<file path="src/rtl/i2c_snapshot_ctrl.sv">
// Coherent x/y/status snapshot for the I2C read-only slave.
// Freezes on bus activity, buffers one update and commits it on idle.
module i2c_snapshot_ctrl #(
   parameter int unsigned FREEZE_TIMEOUT = 65535,
   parameter logic [2:0]  TX_STATE_CODE  = 3'd3
) (
   input  logic       clk,
   input  logic       rst_n,
   input  logic       upd_valid,
   input  logic [7:0] upd_x,
   input  logic [7:0] upd_y,
   input  logic       upd_err,
   input  logic [2:0] i2c_state,
   output logic [7:0] x_pos,
   output logic [7:0] y_pos,
   output logic [7:0] status,
   output logic       frozen
);

   localparam int TW = (FREEZE_TIMEOUT > 1) ? $clog2(FREEZE_TIMEOUT) : 1;
   localparam logic [TW-1:0] TMAX = TW'(FREEZE_TIMEOUT - 1);

   typedef enum logic [1:0] {
      S_LIVE, S_FROZEN, S_COMMIT, S_HOLD
   } state_t;

   state_t        state_q, state_d;
   logic [7:0]    x_q, x_d, y_q, y_d;
   logic          err_q, err_d;
   logic [3:0]    seq_q, seq_d;
   logic          nd_q, nd_d, ovf_q, ovf_d, to_q, to_d;
   logic          pv_q, pv_d;
   logic [7:0]    px_q, px_d, py_q, py_d;
   logic          pe_q, pe_d;
   logic [1:0]    txc_q, txc_d;
   logic [TW-1:0] tmr_q, tmr_d;
   logic          ovfn_q, ovfn_d, ton_q, ton_d;
   logic          ptx_q, ptx_d;
   logic          frz_q, frz_d;

   logic          bus_idle, tx_edge, full, apply;
   logic [7:0]    ax, ay;
   logic          ae;

   assign bus_idle = (i2c_state == 3'd0);
   assign tx_edge  = (i2c_state == TX_STATE_CODE) && !ptx_q;
   assign full     = (txc_q == 2'd3);

   always_comb begin
      state_d = state_q;
      x_d     = x_q;
      y_d     = y_q;
      err_d   = err_q;
      seq_d   = seq_q;
      nd_d    = nd_q;
      ovf_d   = ovf_q;
      to_d    = to_q;
      pv_d    = pv_q;
      px_d    = px_q;
      py_d    = py_q;
      pe_d    = pe_q;
      txc_d   = txc_q;
      tmr_d   = tmr_q;
      ovfn_d  = ovfn_q;
      ton_d   = ton_q;
      ptx_d   = (i2c_state == TX_STATE_CODE);
      apply   = 1'b0;
      ax      = upd_x;
      ay      = upd_y;
      ae      = upd_err;
      unique case (state_q)
         S_LIVE: begin
            if (!bus_idle) begin
               state_d = S_FROZEN;
               txc_d   = 2'd0;
               tmr_d   = '0;
               ovfn_d  = 1'b0;
               ton_d   = 1'b0;
               if (upd_valid) begin
                  pv_d = 1'b1;
                  px_d = upd_x;
                  py_d = upd_y;
                  pe_d = upd_err;
               end
            end else if (upd_valid) begin
               apply = 1'b1;
            end
         end
         S_FROZEN: begin
            if (upd_valid) begin
               pv_d = 1'b1;
               px_d = upd_x;
               py_d = upd_y;
               pe_d = upd_err;
               if (pv_q) ovfn_d = 1'b1;
            end
            if (tx_edge && !full) txc_d = txc_q + 2'd1;
            tmr_d = tmr_q + 1'b1;
            if (tmr_q == TMAX) begin
               ton_d   = 1'b1;
               state_d = S_COMMIT;
            end else if (bus_idle) begin
               state_d = S_COMMIT;
            end
         end
         S_COMMIT: begin
            // Flags are untouched while frozen, so they still hold their entry values.
            nd_d  = nd_q & ~full;
            ovf_d = (ovf_q & ~full) | ovfn_q | (upd_valid & pv_q);
            to_d  = (to_q & ~full) | ton_q;
            if (upd_valid) begin
               apply = 1'b1;
            end else if (pv_q) begin
               apply = 1'b1;
               ax    = px_q;
               ay    = py_q;
               ae    = pe_q;
            end
            pv_d    = 1'b0;
            ovfn_d  = 1'b0;
            ton_d   = 1'b0;
            state_d = (ton_q && !bus_idle) ? S_HOLD : S_LIVE;
         end
         S_HOLD: begin
            if (upd_valid) apply = 1'b1;
            if (bus_idle) state_d = S_LIVE;
         end
         default: state_d = S_LIVE;
      endcase
      if (apply) begin
         x_d   = ax;
         y_d   = ay;
         err_d = ae;
         seq_d = seq_q + 4'd1;
         nd_d  = 1'b1;
      end
      frz_d = (state_d == S_FROZEN);
   end

   always_ff @(posedge clk or negedge rst_n) begin
      if (!rst_n) begin
         state_q <= S_LIVE;
         x_q     <= '0;
         y_q     <= '0;
         err_q   <= 1'b0;
         seq_q   <= '0;
         nd_q    <= 1'b0;
         ovf_q   <= 1'b0;
         to_q    <= 1'b0;
         pv_q    <= 1'b0;
         px_q    <= '0;
         py_q    <= '0;
         pe_q    <= 1'b0;
         txc_q   <= '0;
         tmr_q   <= '0;
         ovfn_q  <= 1'b0;
         ton_q   <= 1'b0;
         ptx_q   <= 1'b0;
         frz_q   <= 1'b0;
      end else begin
         state_q <= state_d;
         x_q     <= x_d;
         y_q     <= y_d;
         err_q   <= err_d;
         seq_q   <= seq_d;
         nd_q    <= nd_d;
         ovf_q   <= ovf_d;
         to_q    <= to_d;
         pv_q    <= pv_d;
         px_q    <= px_d;
         py_q    <= py_d;
         pe_q    <= pe_d;
         txc_q   <= txc_d;
         tmr_q   <= tmr_d;
         ovfn_q  <= ovfn_d;
         ton_q   <= ton_d;
         ptx_q   <= ptx_d;
         frz_q   <= frz_d;
      end
   end

   assign x_pos  = x_q;
   assign y_pos  = y_q;
   assign status = {nd_q, ovf_q, to_q, err_q, seq_q};
   assign frozen = frz_q;

endmodule

</file>
<file path="config.mk">
export PLATFORM = sky130hd
export DESIGN_NAME = i2c_snapshot_ctrl
export DESIGN_NICKNAME = d
export VERILOG_FILES = /design/src/rtl/i2c_snapshot_ctrl.sv
export SDC_FILE = /design/constraint.sdc
export NUM_CORES = 1
export LEC_CHECK = 0
export ABC_CLOCK_PERIOD_IN_PS = 1600
export CAP_MARGIN = 20
export CORE_UTILIZATION = 48
export CTS_CLUSTER_SIZE = 20
export DETAILED_ROUTE_END_ITERATION = 8
export PLACE_DENSITY = 0.76
export SLEW_MARGIN = 20
export SYNTH_ARGS = -nofsm -noshare
export SYNTH_HDL_FRONTEND = slang
export SYNTH_SLANG_ARGS = --single-unit
export TNS_END_PERCENT = 1
</file>
<file path="constraint.sdc">
create_clock -name clk -period 1.6 [get_ports clk]
set_input_delay 0.32 -clock clk [delete_from_list [all_inputs] [get_ports clk]]
set_output_delay 0.32 -clock clk [all_outputs]
set_load 0.1 [all_outputs]
</file>
* After elaboration in Yosys (flattened, before gate mapping) *
Index checks and enable logic that the tools add are counted.

cells by class
  add/sub/neg operators = 3
  equality and inequality tests = 12
  mux-type cells = 45
  bitwise operators = 8
  reduce and logical (&&, ||, !) cells = 16

operators with widths
  kind                                                                   number
  8-bit two-way mux                                                      10
  16-bit one-hot mux with 2 select lines                                 1
  8-bit one-hot mux with 2 select lines                                  2
  1-bit two-way mux                                                      17
  16-bit by 1-bit adder with 16-bit output, second input constant        1
  16-bit equality test, second input constant                            1
  16-bit two-way mux                                                     1
  2-bit two-way mux                                                      7
  1-bit one-hot mux with 3 select lines                                  4
  2-bit != test, second input constant                                   5
  2-bit one-hot mux with 4 select lines                                  1
  2-bit equality test, second input constant                             3
  3-bit AND reduction                                                    2
  4-bit by 1-bit adder with 4-bit output, second input constant          1
  1-bit AND                                                              4
  2-bit by 1-bit equality test with 1-bit output, second input constant  2
  2-bit one-hot mux with 2 select lines                                  1
  2-bit AND reduction                                                    2
  4-bit AND reduction                                                    1
  2-bit nonzero test                                                     2
  3-bit by 2-bit equality test with 1-bit output, second input constant  1
  1-bit logical AND                                                      3
  1-bit logical NOT                                                      3
  3-bit logical NOT                                                      1
  other kinds (6)                                                        8

word-level totals
  bits in registers = 66
  input port bits = 23
  output and inout port bits = 25
  word-level logic and storage cells = 102

* Longest topological paths before layout *
Gate-level depths: netlist of the first run.

  word-level depth = 6
  gate-level depth with buffers = 7
  mapped depth without buffers = 5

* Worst setup path after synthesis of the first run *
No wires, ideal clock.

  kind = reg-to-reg
  start = reg seq_q[0]
  end = reg seq_q[1]
  library setup time = 0.128 ns
  arrival = 1.583 ns
  required time = 1.472 ns
  slack = -0.111 ns
  cell stages (with the launch flop) = 3
  buffers on the path = 0
  period minus slack after synthesis = 1.711 ns
  cell sequence = dfrtp_1 > ha_1 > mux2_1

between the ends
  cells in the longest elaborated chain, start to end = 1

RTL lines
  element                                 line  text
  from (decl)                             30    logic [3:0] seq_q, seq_d;
  from (signal assigned)                  165   seq_q <= seq_d;
  4-bit by 1-bit adder with 4-bit output  134   seq_d = seq_q + 4'd1;

Every way passes these cells.
A chain may end at the register's enable or synchronous reset.

* Final worst setup path of the first run *
  start = reg state_q[1]
  end = reg tmr_q[15]

between the ends
  cells in the longest elaborated chain, start to end = 3
  elaborated cells on any way between the ends = 6
  those cells by class = eq/ne (2); mux (1); reduce/logical (3)

RTL lines
  element                                                                              line  text
  from (decl)                                                                          27    state_t state_q, state_d;
  from (signal assigned)                                                               161   state_q <= state_d;
  2-bit by 1-bit equality test with 1-bit output or 2-bit logical NOT (tied branches)  71    unique case (state_q)
  2-bit nonzero test (no line) or 2-bit != test (tied branches)                        --
  2-bit AND reduction (no line)                                                        --
  to (signal assigned)                                                                 174   tmr_q <= tmr_d;
  to (decl)                                                                            36    logic [TW-1:0] tmr_q, tmr_d;

Several ways; a longest one is shown, not always the timed one.

==> metrics.md, run 1 <==
| Metric | Value |
|---|---|
| Status | finished with violations |
| Failing checks | negative setup slack |
| Hold path start | i2c_state[0] |
| Pins Over Slew Limit | 0 |
| Min cycle time layout | 1.678 ns |
| Int Power | 4575 µW |
| Largest net degree at the start of global routing | 67 |
| Setup_tns | -0.3250 ns |
| Top-count cell post-synth | dfrtp_1 |
| Clk_skew | 0.01068 ns |
| Routability cong. | 0.7848 |
| Filler Cell Count | 413 |
| Post-Syn Nets | 299 |
| Worst Hold Slack | 0.4427 ns |
| Root Driver | clkbuf_8 |
| Vias in the first global route | 2222 |
| Critical path fanouts, max | 8 |
| First-pass GRT wire length | 10210 µm |
| HP Class | in -> reg |
| Tightest Pin Transition | 0.3803 ns |
| IO Port Bufs | 47 |
| ANT cells | 0 |
| Nets | 386 |
| Layout cells sized above 1 | 34.07% |
| Initial drt markers | 185 |
| Fmax | 595.9 MHz |
| Final Cell Area | 4367 µm² |
| Setup crit end kind | register |
| Total global routing overflow | 0 |
| Die area | 6619 µm² |
| Synth cell count leaders | dfrtp_1 (66), nor2_1 (29), a21oi_1 (28) |
| Synth async-reset ratio | 100.0% |
| P_leak | 0.001866 µW |
| Min setup slack post-route | -0.07821 ns |
| CTS tree | done |
| Synth cell types | 40 |
| Worst ir drop on vdd | 1.551 mV |
| Mapped Avg Cell Area | 11.11 µm² |
| DRT antenna net count | 0 |
| Post-DP HPWL | 4371 µm |
| Final setup fails | 11 |
| Total power | 8378 µW |
| CTS Buf Count | 9 |
| Synth Flop Type | dfrtp_1 |
| Yosys reg bits | 66 |
| Synth top area share | 54.64% |
| Period utilisation layout | 104.9% |
| Io pins | 48 |
| Max-slew headroom | 74.41% |
| Seq pwr share | 31.8% |
| Post-DP Area | 4105 µm² |
| Vias per cell | 5.351 |
| Origin of the critical flop-to-flop path | state_q[1]$_DFF_PN0_ |
| Core Region | 5991 µm² |
| Die width | 81.36 µm |
| Setup CP Type | reg -> reg |
| Initial antenna violation count | 0 |
| CTS H-tree lvls | 3 |
| Clock sink total | 66 |
| Initial Util | 50.46% |
| Reg clk slew, reported paths | 0.06 ns |
| Req. time, crit path | 1.87 ns |
| Routed WL | 6415 µm |
| Crit path launch type | register |
| Power density over the cells | 1919 nW/µm² |
| Number of remaining DRC errors | 0 |
| First-pass detailed-route iteration total | 4 |
| # rows | 28 |
| Psw | 3803 µW |
| Total GRT Usage | 20.98% |
| Clock power share | 14.9% |
| Max Cap Viol | 0 |
| Logic pwr share | 53.3% |
| Clock latency on the worst-skew pair | 0.35 ns |
| Per-cell routed wire length | 14.71 µm |
| Die Y | 81.36 µm |
| Switching Fraction | 45.39% |
| RSZ-0062 raised after global routing | true |
| Critical Path Start | state_q[1]$_DFF_PN0_ |
| Layout Area Growth over Synthesis | 44.45% |
| Max clock buf depth | 2 |
| Mapped cell area | 3023 µm² |
| Post-synth EDFFs | 0 |
| Register area share after synthesis | 54.64% |
| Vias | 2333 |
| Top post-synthesis cells by area | dfrtp_1 (55%), mux2_2 (6.3%), mux2i_1 (5.6%), a21oi_1 (4.6%), nor2_1 (3.6%) |
| Area leader, netlist | dfrtp_1 |
| Synth warnings | 0 |
| CP arrival | 1.95 ns |
| Final hold violations | 0 |
| Cells after Synth | 272 |
registers in the layout (all words and copies together), names as in the netlist:
name / cells
nd_q: 1
px_q: 8
ton_q: 1
pv_q: 1
x_pos: 8
py_q: 8
state_q: 2
y_pos: 8
tmr_q: 16
txc_q: 2
to_q: 1
err_q: 1
ptx_q: 1
ovfn_q: 1
frozen: 1
ovf_q: 1
seq_q: 4
pe_q: 1
path summary, 6_finish.rpt:
path	to	slack, ns	depth (start not counted)
worst max-delay path	tmr_q[15]$_DFFE_PN0P_	-0.08	4
worst min-delay path	ptx_q$_DFF_PN0_	0.44	3
worst max register to register	tmr_q[15]$_DFFE_PN0P_	-0.08	4
worst min register to register	px_q[0]$_DFFE_PN0P_	0.50	1
max in group asynchronous	state_q[1]$_DFF_PN0_	0.77	3
min in group asynchronous	px_q[6]$_DFFE_PN0P_	0.51	3
metal layers:
| metal | wire [µm] | track usage (%) | share of wire [%] |
|---|---|---|---|
| met1 | 2784 | 26.98 | 43 |
| met2 | 3237 | 32.92 | 50 |
| met3 | 305 | 7.191 | 4.8 |
| met4 | 88 | 6.964 | 1.4 |
| met5 | 0 | 0 | 0 |
worst max-delay path: stages (launching register included):
cell	delay (ns)
dfrtp_2	0.46
nand4b_1	0.22
or4_4	0.47
or3_1	0.32
a21oi_1	0.14
stage by stage:
step,setup WS (ns),util (%),std cells
after global routing,-0.1324,72.89,436
after CTS,-0.1134,71.62,432
after floorplan,-0.06527,-,272
after global placement,-0.4090,68.53,418
after detailed placement,-0.4516,68.53,418
final,-0.07821,72.89,436
cell families (layout without fill, tap and decap cells):
family / Yosys count / in the layout / share of synthesized area, %
simple gates: 82 / 82 / 14.82
flops: 66 / 66 / 54.64
compound gates: 53 / 53 / 9.685
mux: 35 / 35 / 12.33
buf+inv: 22 / 111 / 3.973
xor+xnor: 10 / 10 / 2.898
fa+ha+maj: 4 / 4 / 1.656
power groups by stage:
stage,Clock [µW],Combinational (µW),Sequential (µW)
2_1_floorplan,0,951,4290
3_3_place_gp,0,4320,2660
3_5_place_dp,0,4410,2690
4_1_cts,1270,4420,2670
5_1_grt,1350,4670,2720
6_report,1250,4470,2660
layout make-up:
cell class                 instances  area [µm²]  area share [%]
clock buffer                      13       168.9           3.868
inverter                           6       22.52          0.5158
multi-input combinational        184        1309           29.97
sequential                        66        1657           37.94
tap                               75       93.84           2.149
timing repair buffer              92        1116           25.56
cells in the final DEF (no fill, tap or decap), types with 4 or more instances in the layout:
| master | n |
|---|---|
| a21oi_1 | 25 |
| buf_12 | 30 |
| buf_4 | 39 |
| clkbuf_8 | 12 |
| clkdlybuf4s50_1 | 19 |
| dfrtp_1 | 62 |
| dfrtp_2 | 4 |
| ha_1 | 4 |
| inv_1 | 6 |
| mux2_2 | 17 |
| mux2i_1 | 16 |
| nand2_1 | 10 |
| nand3_1 | 6 |
| nor2_1 | 26 |
| nor3_1 | 5 |
| o21ai_0 | 13 |
| or3_1 | 6 |
| xnor2_1 | 8 |
what timing repair did:
item,CTS,global route
endpoints found under the hold margin,6,0
buffers inserted,0,4
pin swaps,3,2
gates resized for setup,6,14
hold buffers,1,0
endpoints found under the setup margin,47,47
No activity file was read; power rests on OpenSTA's default activity.
==> run 2: changes to the inputs <==
PLACE_DENSITY = default   (was 0.76)
PLACE_DENSITY_LB_ADDON = 0.05   (was default)
==> metrics.md, run 2 (synthesis gave the netlist of run 1 again) <==
| Metric | Value |
|---|---|
| Vias in the first global route | 2217 |
| Layout cells sized above 1 | 41.18% |
| Post-DP HPWL | 4108 µm |
| Total GRT Usage | 21.00% |
| Die area | 6619 µm² |
| First-pass detailed-route iteration total | 5 |
| Status | finished with violations |
| Initial Util | 50.46% |
| Power density over the cells | 1906 nW/µm² |
| Initial drt markers | 76 |
| Per-cell routed wire length | 16.51 µm |
| Setup CP Type | reg -> reg |
| Routed WL | 7415 µm |
| Die width | 81.36 µm |
| Clock sink total | 66 |
| Min cycle time layout | 1.689 ns |
| Max reg flops | 16 |
| Slowest stage delay, CP | 0.47 ns |
| Final hold violations | 0 |
| Core Region | 5991 µm² |
| Nets | 396 |
| Period utilisation layout | 105.6% |
| Crit path launch type | register |
| # rows | 28 |
| Setup_tns | -1.482 ns |
| Filler Cell Count | 354 |
| CTS H-tree lvls | 3 |
| Vias per cell | 5.414 |
| Final Cell Area | 4723 µm² |
| Worst Hold Slack | 0.3943 ns |
| CTS tree | done |
| Max clock buf depth | 2 |
| Fmax | 592.1 MHz |
| DRT antenna net count | 0 |
| Worst hold stages | 3 |
| Initial antenna violation count | 0 |
| ANT cells | 0 |
| Reg clk slew, reported paths | 0.07 ns |
| Io pins | 48 |
| Number of remaining DRC errors | 0 |
| Largest net degree at the start of global routing | 67 |
| RSZ-0062 raised after global routing | true |
| Post-DP Area | 4120 µm² |
| Slowest CP cell | dfrtp_2 |
| IO Port Bufs | 47 |
| Worst R2R Path Depth | 7 |
| Vias | 2431 |
| Tightest Pin Transition | 0.5070 ns |
| Multi-input gate area | 1446 µm² |
| Max Cap Viol | 0 |
| First-pass GRT wire length | 10250 µm |
| Final setup fails | 32 |
| Die Y | 81.36 µm |
| Worst ir drop on vdd | 1.754 mV |
| Failing checks | negative setup slack |
| Req. time, crit path | 1.83 ns |
| CTS Buf Count | 9 |
| Total global routing overflow | 0 |
| P_leak | 0.002030 µW |
| Min setup slack post-route | -0.08881 ns |
| Register Area | 1658 µm² |
| Clk_skew | 0.004963 ns |
| Max-slew headroom | 65.94% |
| Pins Over Slew Limit | 0 |
| Setup crit end kind | register |
| Critical path fanouts, max | 8 |
| Total power | 9002 µW |
| Pre-CTS worst setup slack | -0.4793 ns |
| Top library cells by usage in the layout, fill and taps aside | dfrtp_1 (61), buf_4 (39), buf_12 (31) |
| Clock latency on the worst-skew pair | 0.34 ns |
| Routability cong. | 0.8197 |
| HP Class | in -> reg |
| Largest Register | tmr_q |
| CP arrival | 1.91 ns |
| Root Driver | clkbuf_8 |
| Layout Area Growth over Synthesis | 56.25% |
| CP cell instances | buf_6, nand2b_4, nor3_4, buf_12, clkbuf_16, mux2i_1, a21oi_1 |
| Most common cell after layout, fill and taps aside | dfrtp_1 |
==> run 2: path summary, 6_finish.rpt <==
path,from,slack (ns),endpoint
min reg2reg,px_q[4]$_DFFE_PN0P_,0.51,px_q[4]$_DFFE_PN0P_
max in group asynchronous,rst_n,0.77,seq_q[1]$_DFFE_PN0P_
min,i2c_state[2],0.39,ptx_q$_DFF_PN0_
max,state_q[0]$_DFF_PN0_,-0.09,x_pos[2]$_DFFE_PN0P_
max reg2reg,state_q[0]$_DFF_PN0_,-0.09,x_pos[2]$_DFFE_PN0P_
min in group asynchronous,rst_n,0.50,ptx_q$_DFF_PN0_
==> run 2: layer usage <==
layer / global-route usage [%] / vias up / share of wire [%]
li1: - / 1159 / -
met1: 26.72 / 1213 / 45
met2: 33.25 / 50 / 49
met3: 5.955 / 9 / 4.1
met4: 9.107 / 0 / 1.5
met5: 0 / - / 0
==> run 2: per-stage QoR <==
stage	utilization (%)	std cells
after detailed placement	68.78	420
after global placement	68.78	420
after floorplan	-	272
after global routing	78.84	449
after CTS	73.14	438
final	78.84	449
==> run 2: what timing repair did <==
item,in CTS,in global routing
cloned,0,6
pin swaps,2,8
endpoints found under the hold margin,21,0
buffers inserted,1,5
endpoints found under the setup margin,49,52
resized for setup,12,45
hold buffers,1,0
==> run 2: power by group <==
group | internal [µW] | switching (µW) | total (µW) | leakage (µW)
clock | 915 | 634 | 1550 | 0.000109
combinational | 1930 | 2810 | 4740 | 0.00114
sequential | 2170 | 543 | 2720 | 0.000777
==> run 2: layout make-up <==
type	instances	share of cell area (%)
Multi-Input combinational cell	185	30.62
Sequential cell	66	35.10
Clock inverter	5	1.642
Inverter	6	0.4768
Clock buffer	11	2.993
Timing Repair Buffer	101	27.18
Tap cell	75	1.987
==> run 2: worst max-delay path: cells and delay by family (launching register included) <==
kind / cells / cell delay (ns)
multiplexers: 1 / 0.19
buffers and inverters: 3 / 0.46
flip-flops: 1 / 0.47
AO/OA/AOI/OAI: 1 / 0.09
AND/OR/NAND/NOR: 2 / 0.36
==> run 3: changes to the inputs <==
PLACE_DENSITY = 0.86   (was default)
PLACE_DENSITY_LB_ADDON = default   (was 0.05)
==> metrics.md, run 3 (synthesis gave the netlist of run 1 again) <==
| Metric | Value |
|---|---|
| Largest Register | tmr_q |
| First-pass detailed-route iteration total | 4 |
| Per-cell routed wire length | 16.28 µm |
| CP delay by family, top | simple AND/OR/NAND/NOR gates |
| CTS H-tree lvls | 3 |
| Multi-input gate area | 1305 µm² |
| Clock sink total | 66 |
| P_leak | 0.001862 µW |
| Final Cell Area | 4382 µm² |
| Core Region | 5991 µm² |
| Postcts setup bufs | 0 |
| Worst ir drop on vdd | 1.788 mV |
| RSZ-0062 raised after global routing | true |
| IO Port Bufs | 47 |
| Number of remaining DRC errors | 0 |
| Layout Area Growth over Synthesis | 44.95% |
| Final hold violations | 0 |
| Die width | 81.36 µm |
| Io pins | 48 |
| Setup CP Type | reg -> reg |
| Routability cong. | 0.7832 |
| Slowest stage delay, CP | 0.48 ns |
| Critical path fanouts, max | 7 |
| Largest net degree at the start of global routing | 36 |
| Initial drt markers | 105 |
| Status | finished with violations |
| Reg clk slew, reported paths | 0.08 ns |
| Initial Util | 50.46% |
| Clock latency on the worst-skew pair | 0.35 ns |
| Power density over the cells | 1981 nW/µm² |
| CTS tree | done |
| Vias | 2388 |
| Failing checks | negative setup slack |
| Nets | 379 |
| Vias in the first global route | 2420 |
| Final setup fails | 16 |
| Routed WL | 7034 µm |
| HP Class | in -> reg |
| Vias per cell | 5.528 |
| Top library cells by usage in the layout, fill and taps aside | dfrtp_1 (62), buf_12 (31), buf_4 (30) |
| Total GRT Usage | 22.90% |
| WP buf/inv | 0 |
| Initial antenna violation count | 0 |
| Max-slew headroom | 68.86% |
| Pins Over Slew Limit | 0 |
| Clk_skew | 0.009779 ns |
| Tightest Pin Transition | 0.4636 ns |
| Max Cap Viol | 0 |
| Total global routing overflow | 0 |
| Post-DP HPWL | 4692 µm |
| Crit path launch type | register |
| Period utilisation layout | 108.7% |
| Req. time, crit path | 1.87 ns |
| Register Area | 1657 µm² |
| Min cycle time layout | 1.739 ns |
| Min setup slack post-route | -0.1387 ns |
| Fmax | 575.2 MHz |
| Max clock buf depth | 2 |
| Root Driver | clkbuf_8 |
| CP cell instances | nand4b_1, or4_4, or3_1, a21oi_1 |
| Most common cell after layout, fill and taps aside | dfrtp_1 |
| Setup_tns | -0.5497 ns |
| Slowest CP cell | or4_4 |
| Layout cells sized above 1 | 33.61% |
| Max reg flops | 16 |
| Filler Cell Count | 360 |
| Die Y | 81.36 µm |
| CTS Buf Count | 9 |
| DRT antenna net count | 0 |
| First-pass GRT wire length | 11200 µm |
| ANT cells | 0 |
| # rows | 28 |
| Post-DP Area | 4095 µm² |
| CP arrival | 2.01 ns |
| Setup crit end kind | register |
| Die area | 6619 µm² |
run 3: changes by cell type in the layout (fill, tap and decap cells not counted), sizes merged:
cell / change
dlymetal6s2s: -1
a221o: -1
buf: -12
inv: +2
clkinvlp: -1
clkinv: +1
clkdlybuf4s50: +1
clkbuf: -6
run 3: final timing paths:
path | from | to | slack, ns | cells after the start
max | state_q[1]$_DFF_PN0_ | tmr_q[15]$_DFFE_PN0P_ | -0.14 | 4
max reg2reg | state_q[1]$_DFF_PN0_ | tmr_q[15]$_DFFE_PN0P_ | -0.14 | 4
min reg2reg | py_q[3]$_DFFE_PN0P_ | py_q[3]$_DFFE_PN0P_ | 0.51 | 1
min | i2c_state[0] | ptx_q$_DFF_PN0_ | 0.46 | 3
min in group asynchronous | rst_n | px_q[5]$_DFFE_PN0P_ | 0.48 | 2
max in group asynchronous | rst_n | state_q[1]$_DFF_PN0_ | 0.62 | 3
run 3: power by group:
group / switching, µW / internal (µW)
Combinational: 2730 / 1680
Sequential: 516 / 2170
Clock: 698 / 890
run 3: per-stage QoR:
step	setup WS, ns	instances	power, µW	hold slack, ns	utilization (%)
detailed placement	-0.4989	415	7072	0.2903	68.36
CTS	-0.1121	432	8685	0.4427	72.56
global placement	-0.4316	415	6942	0.2903	68.36
global route	-0.1776	432	9008	0.4533	73.14
finish	-0.1387	432	8680	0.4552	73.14
floorplan	-0.06527	272	5245	0.02441	-
run 3: final cells by class:
cell class,count,area share [%]
Sequential cell,66,37.81
Tap cell,75,2.142
Inverter,6,0.5140
Multi-Input combinational cell,184,29.78
Timing Repair Buffer,85,24.64
Clock buffer,9,2.827
Clock inverter,7,2.284
run 3: what timing repair did:
action                                  4_1_cts  5_1_grt
gates resized for setup                       8       10
pin swaps                                     4        1
hold buffers                                  1        0
endpoints found under the setup margin       50       49
hold endpoints to repair                     16        0
run 3: tightest hold or removal path, stage by stage:
cell and delay [ns]:
dlygate4sd2_1 0.29, nand2_1 0.11, nor2_1 0.05
run 3: routing by layer:
metal	wire [µm]	part of all wire, %	global-route usage, %
met1	2801	40	26.03
met2	3739	53	38.58
met3	272	3.9	4.944
met4	221	3.1	15.00
met5	0	0	0
